==> src/rtl/ps_pkg.sv <==
// rtl/ps_pkg.sv - shared constants and state type for the serializer/deserializer pair
package ps_pkg;

  // Idle/alignment character used by both link partners
  localparam logic [7:0] COM_CHAR_DEFAULT       = 8'hBC;
  localparam int         PREAMBLE_COUNT_DEFAULT = 4;
  localparam int         BIT_IDX_W              = 3;

  typedef enum logic {
    PREAMBLE = 1'b0,
    RUN      = 1'b1
  } ps_state_e;

endpackage

==> src/rtl/ps_bit_counter.sv <==
// rtl/ps_bit_counter.sv - free-running bit position counter with load edge flag
module ps_bit_counter
  import ps_pkg::*;
(
  input  logic                 clk,
  input  logic                 reset,
  output logic [BIT_IDX_W-1:0] count,
  output logic                 load_edge
);

  // Bit position within the current byte; natural overflow gives the 7->0 wrap
  always_ff @(posedge clk) begin
    if (reset) begin
      count <= '0;
    end else begin
      count <= count + 1'b1;
    end
  end

  // The edge following count==0 starts a new byte
  assign load_edge = (count == '0);

endmodule

==> src/rtl/paralelo_serial.sv <==
// rtl/paralelo_serial.sv - byte to MSB-first serial transmitter with COM preamble/fill (option: PS_BYTE_COUNT_EN)
module paralelo_serial
  import ps_pkg::*;
#(
  parameter logic [7:0] COM_CHAR       = COM_CHAR_DEFAULT,
  parameter int         PREAMBLE_COUNT = PREAMBLE_COUNT_DEFAULT
) (
  input  logic        clk_32f,
  input  logic        reset,
  input  logic [7:0]  data_in,
  input  logic        valid_in,
  output logic        in_ready,
  output logic        data_out,
  output logic        byte_start,
`ifdef PS_BYTE_COUNT_EN
  output logic [15:0] tx_count,
`endif
  output logic        link_up
);

  ps_state_e            state;
  logic [3:0]           com_cnt;
  logic [7:0]           cur;
  logic [BIT_IDX_W-1:0] bit_idx;
  logic                 load_edge;
  logic [7:0]           next_byte;
  logic                 take_data;

  ps_bit_counter u_bit_counter (
    .clk       (clk_32f),
    .reset     (reset),
    .count     (bit_idx),
    .load_edge (load_edge)
  );

  // Pick the byte for the next slot: user data only once the link is up
  always_comb begin
    take_data = (state == RUN) && valid_in;
    next_byte = take_data ? data_in : COM_CHAR;
  end

  assign in_ready = (state == RUN) && load_edge && !reset;

  // Shift register, framing marker and preamble/run sequencing
  always_ff @(posedge clk_32f) begin
    if (reset) begin
      state      <= PREAMBLE;
      com_cnt    <= 4'd0;
      cur        <= 8'h00;
      data_out   <= 1'b0;
      byte_start <= 1'b0;
      link_up    <= 1'b0;
    end else begin
      if (load_edge) begin
        cur        <= next_byte;
        data_out   <= next_byte[7];
        byte_start <= 1'b1;
        if (state == PREAMBLE) begin
          com_cnt <= com_cnt + 4'd1;
          if (com_cnt == 4'(PREAMBLE_COUNT - 1)) begin
            state   <= RUN;
            link_up <= 1'b1;
          end
        end
      end else begin
        data_out   <= cur[3'd7 - bit_idx];
        byte_start <= 1'b0;
      end
    end
  end

`ifdef PS_BYTE_COUNT_EN
  // Count user bytes actually transmitted, saturating
  always_ff @(posedge clk_32f) begin
    if (reset) begin
      tx_count <= 16'd0;
    end else if (load_edge && take_data && (tx_count != 16'hFFFF)) begin
      tx_count <= tx_count + 16'd1;
    end
  end
`endif

endmodule
==> config.mk <==
export PLATFORM = sky130hd
export DESIGN_NAME = paralelo_serial
export DESIGN_NICKNAME = d
export VERILOG_FILES = /design/src/rtl/ps_pkg.sv /design/src/rtl/ps_bit_counter.sv /design/src/rtl/paralelo_serial.sv
export SDC_FILE = /design/constraint.sdc
export NUM_CORES = 1
export LEC_CHECK = 0
export BUFFER_PORTS_ARGS = -buffer_cell sky130_fd_sc_hd__buf_2
export CORE_UTILIZATION = 55
export CTS_CLUSTER_SIZE = 20
export DETAILED_ROUTE_END_ITERATION = 8
export PLACE_DENSITY_LB_ADDON = 0.25
export SLEW_MARGIN = 5
export SYNTH_ARGS = -nofsm -noshare
export SYNTH_HDL_FRONTEND = slang
export SYNTH_SLANG_ARGS = --single-unit
export TNS_END_PERCENT = 1
==> constraint.sdc <==
create_clock -name clk_32f -period 3.1 [get_ports clk_32f]
set_input_delay 0.465 -clock clk_32f [delete_from_list [all_inputs] [get_ports clk_32f]]
set_output_delay 0.465 -clock clk_32f [all_outputs]
set_load 0.05 [all_outputs]
==> results.toml, run 1 <==
[finish]
fin_area_um2 = 880.8
area_growth_pct = 10.17
final_common_cell = "dfxtp_1"
n_antenna_cell = 0
final_cells = 111
utilization_pct = 66.04
drive_above_1_share_pct = 21.88
final_cell_mix = "dfxtp_1 (19), nor2_1 (15), buf_2 (14)"
nNetsFinal = 111

[routing]
ant_nets = 0
routed-via-count = 596
vias_per_cell = 5.369
drt-initial-drc-count = 9
wl_mm = 1.384
route.detailed.drc = 0
dr.pass1.iters = 4
wire_per_inst_um = 12.47

[place]
dp_cells = 107
placed_cell_area_um2 = 854.6
pre_cts_ws_ns = 1.269
gp_congestion = 0.7423
dp_hpwl_um = 977.9
io_buffers = 14

[worst_setup_path]
slowest_stage = "dfxtp_1"
cp_top_family = "flip-flops"
startpoint_type = "flip-flop"
arrival_ns = 1.68
path_cells = "inv_1 -> ha_1 -> nand2b_4 -> nor2_1 -> and2_1 -> buf_2"
path_buf_inv = 2
setup.worst_path.end_class = "output port"
cpPeakStageDelay_ns = 0.47
crit_type = "reg -> out"
cp_max_fo = 8
required_ns = 2.63

[sta]
worstMarginPinSlew_ns = 0.4528
finalSetupViolCount = 0
fin_skew_ns = 0.004331
grt_setup_unrepaired = "no"
finalSetupTns_ns = 0
slew_violations = 0
hold_viol_final = 0
fmax_ghz = 0.4655
max_slew_margin_pct = 69.75
period_share_pct = 69.30
hold_slack_ns = 0.4102
setup_ws_ns = 0.9517
min_period_ns = 2.148

[grt]
first_global_vias = 486
grt_pass1_wl_mm = 2.076
grt_max_degree = 20
antenna_found_initial = 0
gr-total-overflow = 0
grt_use_total_pct = 19.63

[pwr]
power.density_mw_per_mm2 = 556.7
p_leak_nw = 0.3598
finalPower_mw = 0.4904
ir_worst_vdd_mv = 0.2579

[floorplanning]
ios = 15
dieArea_mm2 = 0.001610
die_h_um = 40.13
num_rows = 13
initial_core_util_pct = 59.94
die_w_um = 40.13
core_mm2 = 0.001334

[clock_network]
ctsHoldBuffers = 0
cts_tree = "built"
path_clk_slew_ns = 0.11
postCtsSetupRepairBufs = 0
clockBufferDepth = 2
cts_resized = 0
cts_buffers = 3
clk_latency_ns = 0.29
cts_sinks = 19
cts.root.buffer_cell = "clkbuf_4"
cts_max_level = 1

[min_path]
hp-class = "in -> reg"

[run_status]
outcome = "finished, final reports clean"

[synth]
synthTopCellsByArea = "dfxtp_1 (48%), nor2_1 (7.0%), ha_1 (4.7%)"
synth_top_area_cell = "dfxtp_1"
synthDistinctLibCells = 26
syn_avg_cell_area_um2 = 9.633
syn-instance-count = 83
yosysSeqAreaShare_pct = 47.57
synth_seq_cells = 19
yosysTopAreaCellShare_pct = 47.57
ys_warn_count = 0
netlist_area_um2 = 799.5
synth_nets = 97

[run]
drv_cap = 0
[metal layers]
layer	global-route usage [%]	up-vias	part of all wire (%)
li1	-	317	-
met1	26.74	266	52
met3	3.333	2	3.5
met5	0	-	0
met4	10.34	0	1.2
met2	29.44	11	43
[cell type report]
class / count / area, µm²
Inverter: 2 / 7.507
Timing Repair Buffer: 14 / 70.07
Sequential cell: 19 / 380.4
Tap cell: 15 / 18.77
Fill cell: 112 / 452.9
Multi-Input combinational cell: 57 / 377.9
Clock buffer: 4 / 26.28
[synth_stat cells]
cell	instances
nor2_1	15
a21oi_1	5
xnor2_1	3
mux2_2	2
nand4b_1	1
o21ai_1	1
o31ai_1	1
buf_6	2
and4b_1	1
dfxtp_1	19
inv_1	2
nor2b_1	2
nand2b_4	1
a41oi_1	1
nor4bb_1	1
nand3_1	3
nand2_1	4
and2_1	1
o22ai_1	4
clkbuf_1	3
a22oi_1	3
o21ai_0	1
mux4_2	1
nor3b_1	2
ha_1	3
or4_1	1
[registers in the layout (all words and copies together), names as in the netlist]
register             flops
byte_start               1
com_cnt                  4
cur                      8
data_out                 1
link_up                  1
state                    1
u_bit_counter.count      3
[worst min-delay path, cell delays in order]
cell and delay, ns:
buf_2 0.07, o22ai_1 0.05, nor2_1 0.08
[logic make-up after synthesis]
kind of cell,share of synthesized area (%)
DFF,47.57
AOI/OAI and AO/OA,12.36
and+or+nand+nor,21.28
buffers and inverters,5.164
muxes,5.633
xor gates and xnor gates,3.287
adders and majority gates,4.695
[report_power, final]
part           internal (mW)  switching [mW]
Combinational         0.0376          0.0488
Sequential             0.265          0.0159
Clock                 0.0499          0.0735
Total                  0.352           0.138
[path summary, 6_finish.rpt]
check	startpoint	endpoint	slack [ns]	cells past startpoint
worst min register to register	cur[7]$_SDFFE_PP0N_	cur[7]$_SDFFE_PP0N_	0.47	2
worst min-delay path	data_in[4]	cur[4]$_SDFFE_PP0N_	0.41	3
worst max register to register	u_bit_counter.count[0]$_SDFF_PP0_	data_out$_SDFF_PP0_	1.51	5
worst max-delay path	u_bit_counter.count[0]$_SDFF_PP0_	in_ready	0.95	6
Power figures use the tool's default switching activity.
==> run 2: changes to the inputs <==
ABC_AREA = 1   (was unset)
CORE_UTILIZATION = 52   (was 55)
clock period = 2.05 ns   (was 3.1 ns; I/O delays follow)
==> run 2 against run 1 <==
Net effect: combinational power up 88%; critical path depth up 3; critical endpoint unchanged; total power up 58%; critical path type unchanged; first-iteration DRC count up 78%; clock skew about the same.
==> results.toml, run 2 <==
[clock_network]
cts_buffers = 3
clockBufferDepth = 2
cts_tree = "built"
ctsHoldBuffers = 0
clk_latency_ns = 0.29
path_clk_slew_ns = 0.11
cts.root.buffer_cell = "clkbuf_4"
cts_sinks = 19
cts_max_level = 1

[grt]
grt_util_met3_pct = 3.043
met2_usage_pct = 34.06
gr-total-overflow = 0
grt_use_total_pct = 20.80
grt_max_degree = 18
antenna_found_initial = 0
first_global_vias = 676
grt_pass1_wl_mm = 2.773
met1_usage_pct = 26.04
top_usage_layer = "met2"

[synth]
yosysTopAreaCellShare_pct = 45.85
syn_avg_cell_area_um2 = 8.295
synth-edff-count = 0
synth_nets = 114
async_flop_share_pct = 0
ys_warn_count = 0
ys.flop_type = "dfxtp_1"
synth_top_area_cell = "dfxtp_1"
yosysSeqAreaShare_pct = 45.85
synthTopCellsByArea = "dfxtp_1 (46%), nand2_1 (7.7%), nand3_1 (5.4%)"
netlist_area_um2 = 829.5
synth_seq_cells = 19
syn-instance-count = 100
synthTopCellsByCount = "dfxtp_1 (19), nand2_1 (17), nor2_1 (12), nand3_1 (9)"
synthDistinctLibCells = 22
yosysMostFrequentCell = "dfxtp_1"

[routing]
wl_mm = 1.637
routed-via-count = 704
drt-initial-drc-count = 16
dr.pass1.iters = 4
vias_per_cell = 5.293
wire_per_inst_um = 12.31
route.detailed.drc = 0
ant_nets = 0

[floorplanning]
initial_core_util_pct = 55.07
die_w_um = 41.94
dieArea_mm2 = 0.001759
core_mm2 = 0.001506
ios = 15
die_h_um = 41.94
num_rows = 14

[run_status]
outcome = "finished, final reports clean"

[finish]
final_cells = 133
area_growth_pct = 15.69
nNetsFinal = 132
largest_reg_flops = 8
largest_register = "cur"
n_antenna_cell = 0
fin_area_um2 = 959.7
register_area_um2 = 385.4
fill_cells = 137
final_cell_mix = "nand2_1 (17), dfxtp_1 (17), buf_2 (13)"
drive_above_1_share_pct = 28.21
multi_input_area_um2 = 404.1
largestRegisters = "cur (8), com_cnt (4), u_bit_counter.count (3)"

[sta]
finalSetupViolCount = 0
hold_slack_ns = 0.2479
worstMarginPinSlew_ns = 0.3390
setup_ws_ns = 0.1094
hold_viol_final = 0
fin_skew_ns = 0.004294
min_period_ns = 1.941
finalSetupTns_ns = 0
max_slew_margin_pct = 77.40
grt_setup_unrepaired = "no"
slew_violations = 0
period_share_pct = 94.66
fmax_ghz = 0.5153

[pwr]
power.density_mw_per_mm2 = 805.7
p_leak_nw = 0.3990
ir_worst_vdd_mv = 0.5640

[place]
io_buffers = 14
pre_cts_ws_ns = 0.2421
dp_cells = 128
placed_cell_area_um2 = 909.6
dp_hpwl_mm = 1.197
gp_congestion = 0.7717

[worst_setup_path]
cp_max_fo = 10
startpoint_type = "flip-flop"
required_ns = 1.74
setup.worst_path.end_class = "output port"
crit_type = "reg -> out"
arrival_ns = 1.63

[run]
drv_cap = 0

[min_path]
hp-class = "in -> reg"
run 2: cell count changes after synthesis, moves of 4 or more:
cell,previous run,this run
nand2_1,4,17
nand3_1,3,9
o22ai_1,4,0
inv_1,2,7
run 2: where the power goes:
| group | switching, mW | leakage, nW | internal, mW |
|---|---|---|---|
| clock | 0.115 | 0.0150 | 0.0757 |
| sequential | 0.0213 | 0.157 | 0.399 |
| combinational | 0.104 | 0.227 | 0.0586 |
| total | 0.240 | 0.399 | 0.533 |
run 2: repair_timing:
item | 4_1_cts | 5_1_grt
setup endpoints to repair | 1 | 1
gates resized for setup | 2 | 6
pin swaps | 1 | 0
buffers inserted | 1 | 0
run 2: through the flow:
stage          power (mW)  util [%]
2_1_floorplan      0.5456         -
3_3_place_gp       0.5788     60.38
3_5_place_dp       0.5816     60.38
4_1_cts            0.7725     62.87
5_1_grt            0.8089     63.70
6_report           0.7732     63.70
run 2: critical path, cell delays in order, from the launching register on:
cell and delay [ns]:
dfxtp_4 0.38, inv_2 0.09, ha_2 0.20, inv_2 0.06
nor2_8 0.12, inv_4 0.08, nor2_4 0.09, inv_2 0.05
nor2_2 0.10, buf_6 0.17
run 2: logic make-up after synthesis:
kind of cell / count (synthesis) / synth area share [%]
compound gates: 20 / 14.48
xor+xnor: 1 / 1.056
fa+ha+maj: 3 / 4.525
buf+inv: 12 / 6.035
flops: 19 / 45.85
simple gates: 45 / 28.05
run 2: worst paths after layout:
kind                                                         from                                 to  slack [ns]  cells past startpoint
worst max register to register  u_bit_counter.count[0]$_SDFF_PP0_            com_cnt[3]$_SDFFE_PP0P_        0.62                      9
worst min register to register  u_bit_counter.count[0]$_SDFF_PP0_  u_bit_counter.count[0]$_SDFF_PP0_        0.47                      1
worst min-delay path                                   data_in[0]                cur[0]$_SDFFE_PP0N_        0.25                      3
worst max-delay path            u_bit_counter.count[0]$_SDFF_PP0_                           in_ready        0.11                      9
run 2: layout make-up:
type                       instances  area share, %
sequential                        19          40.16
multi-input combinational         69          42.11
timing repair buffer              15          8.735
clock buffer                       4          2.738
tap                               16          2.086
inverter                          10          4.172
run 2: metal layers:
layer  share of wire [%]  wire length, µm
met3                 4.0               65
met2                  46              759
met4                 2.1               34
met1                  48              778
met5                   0                0
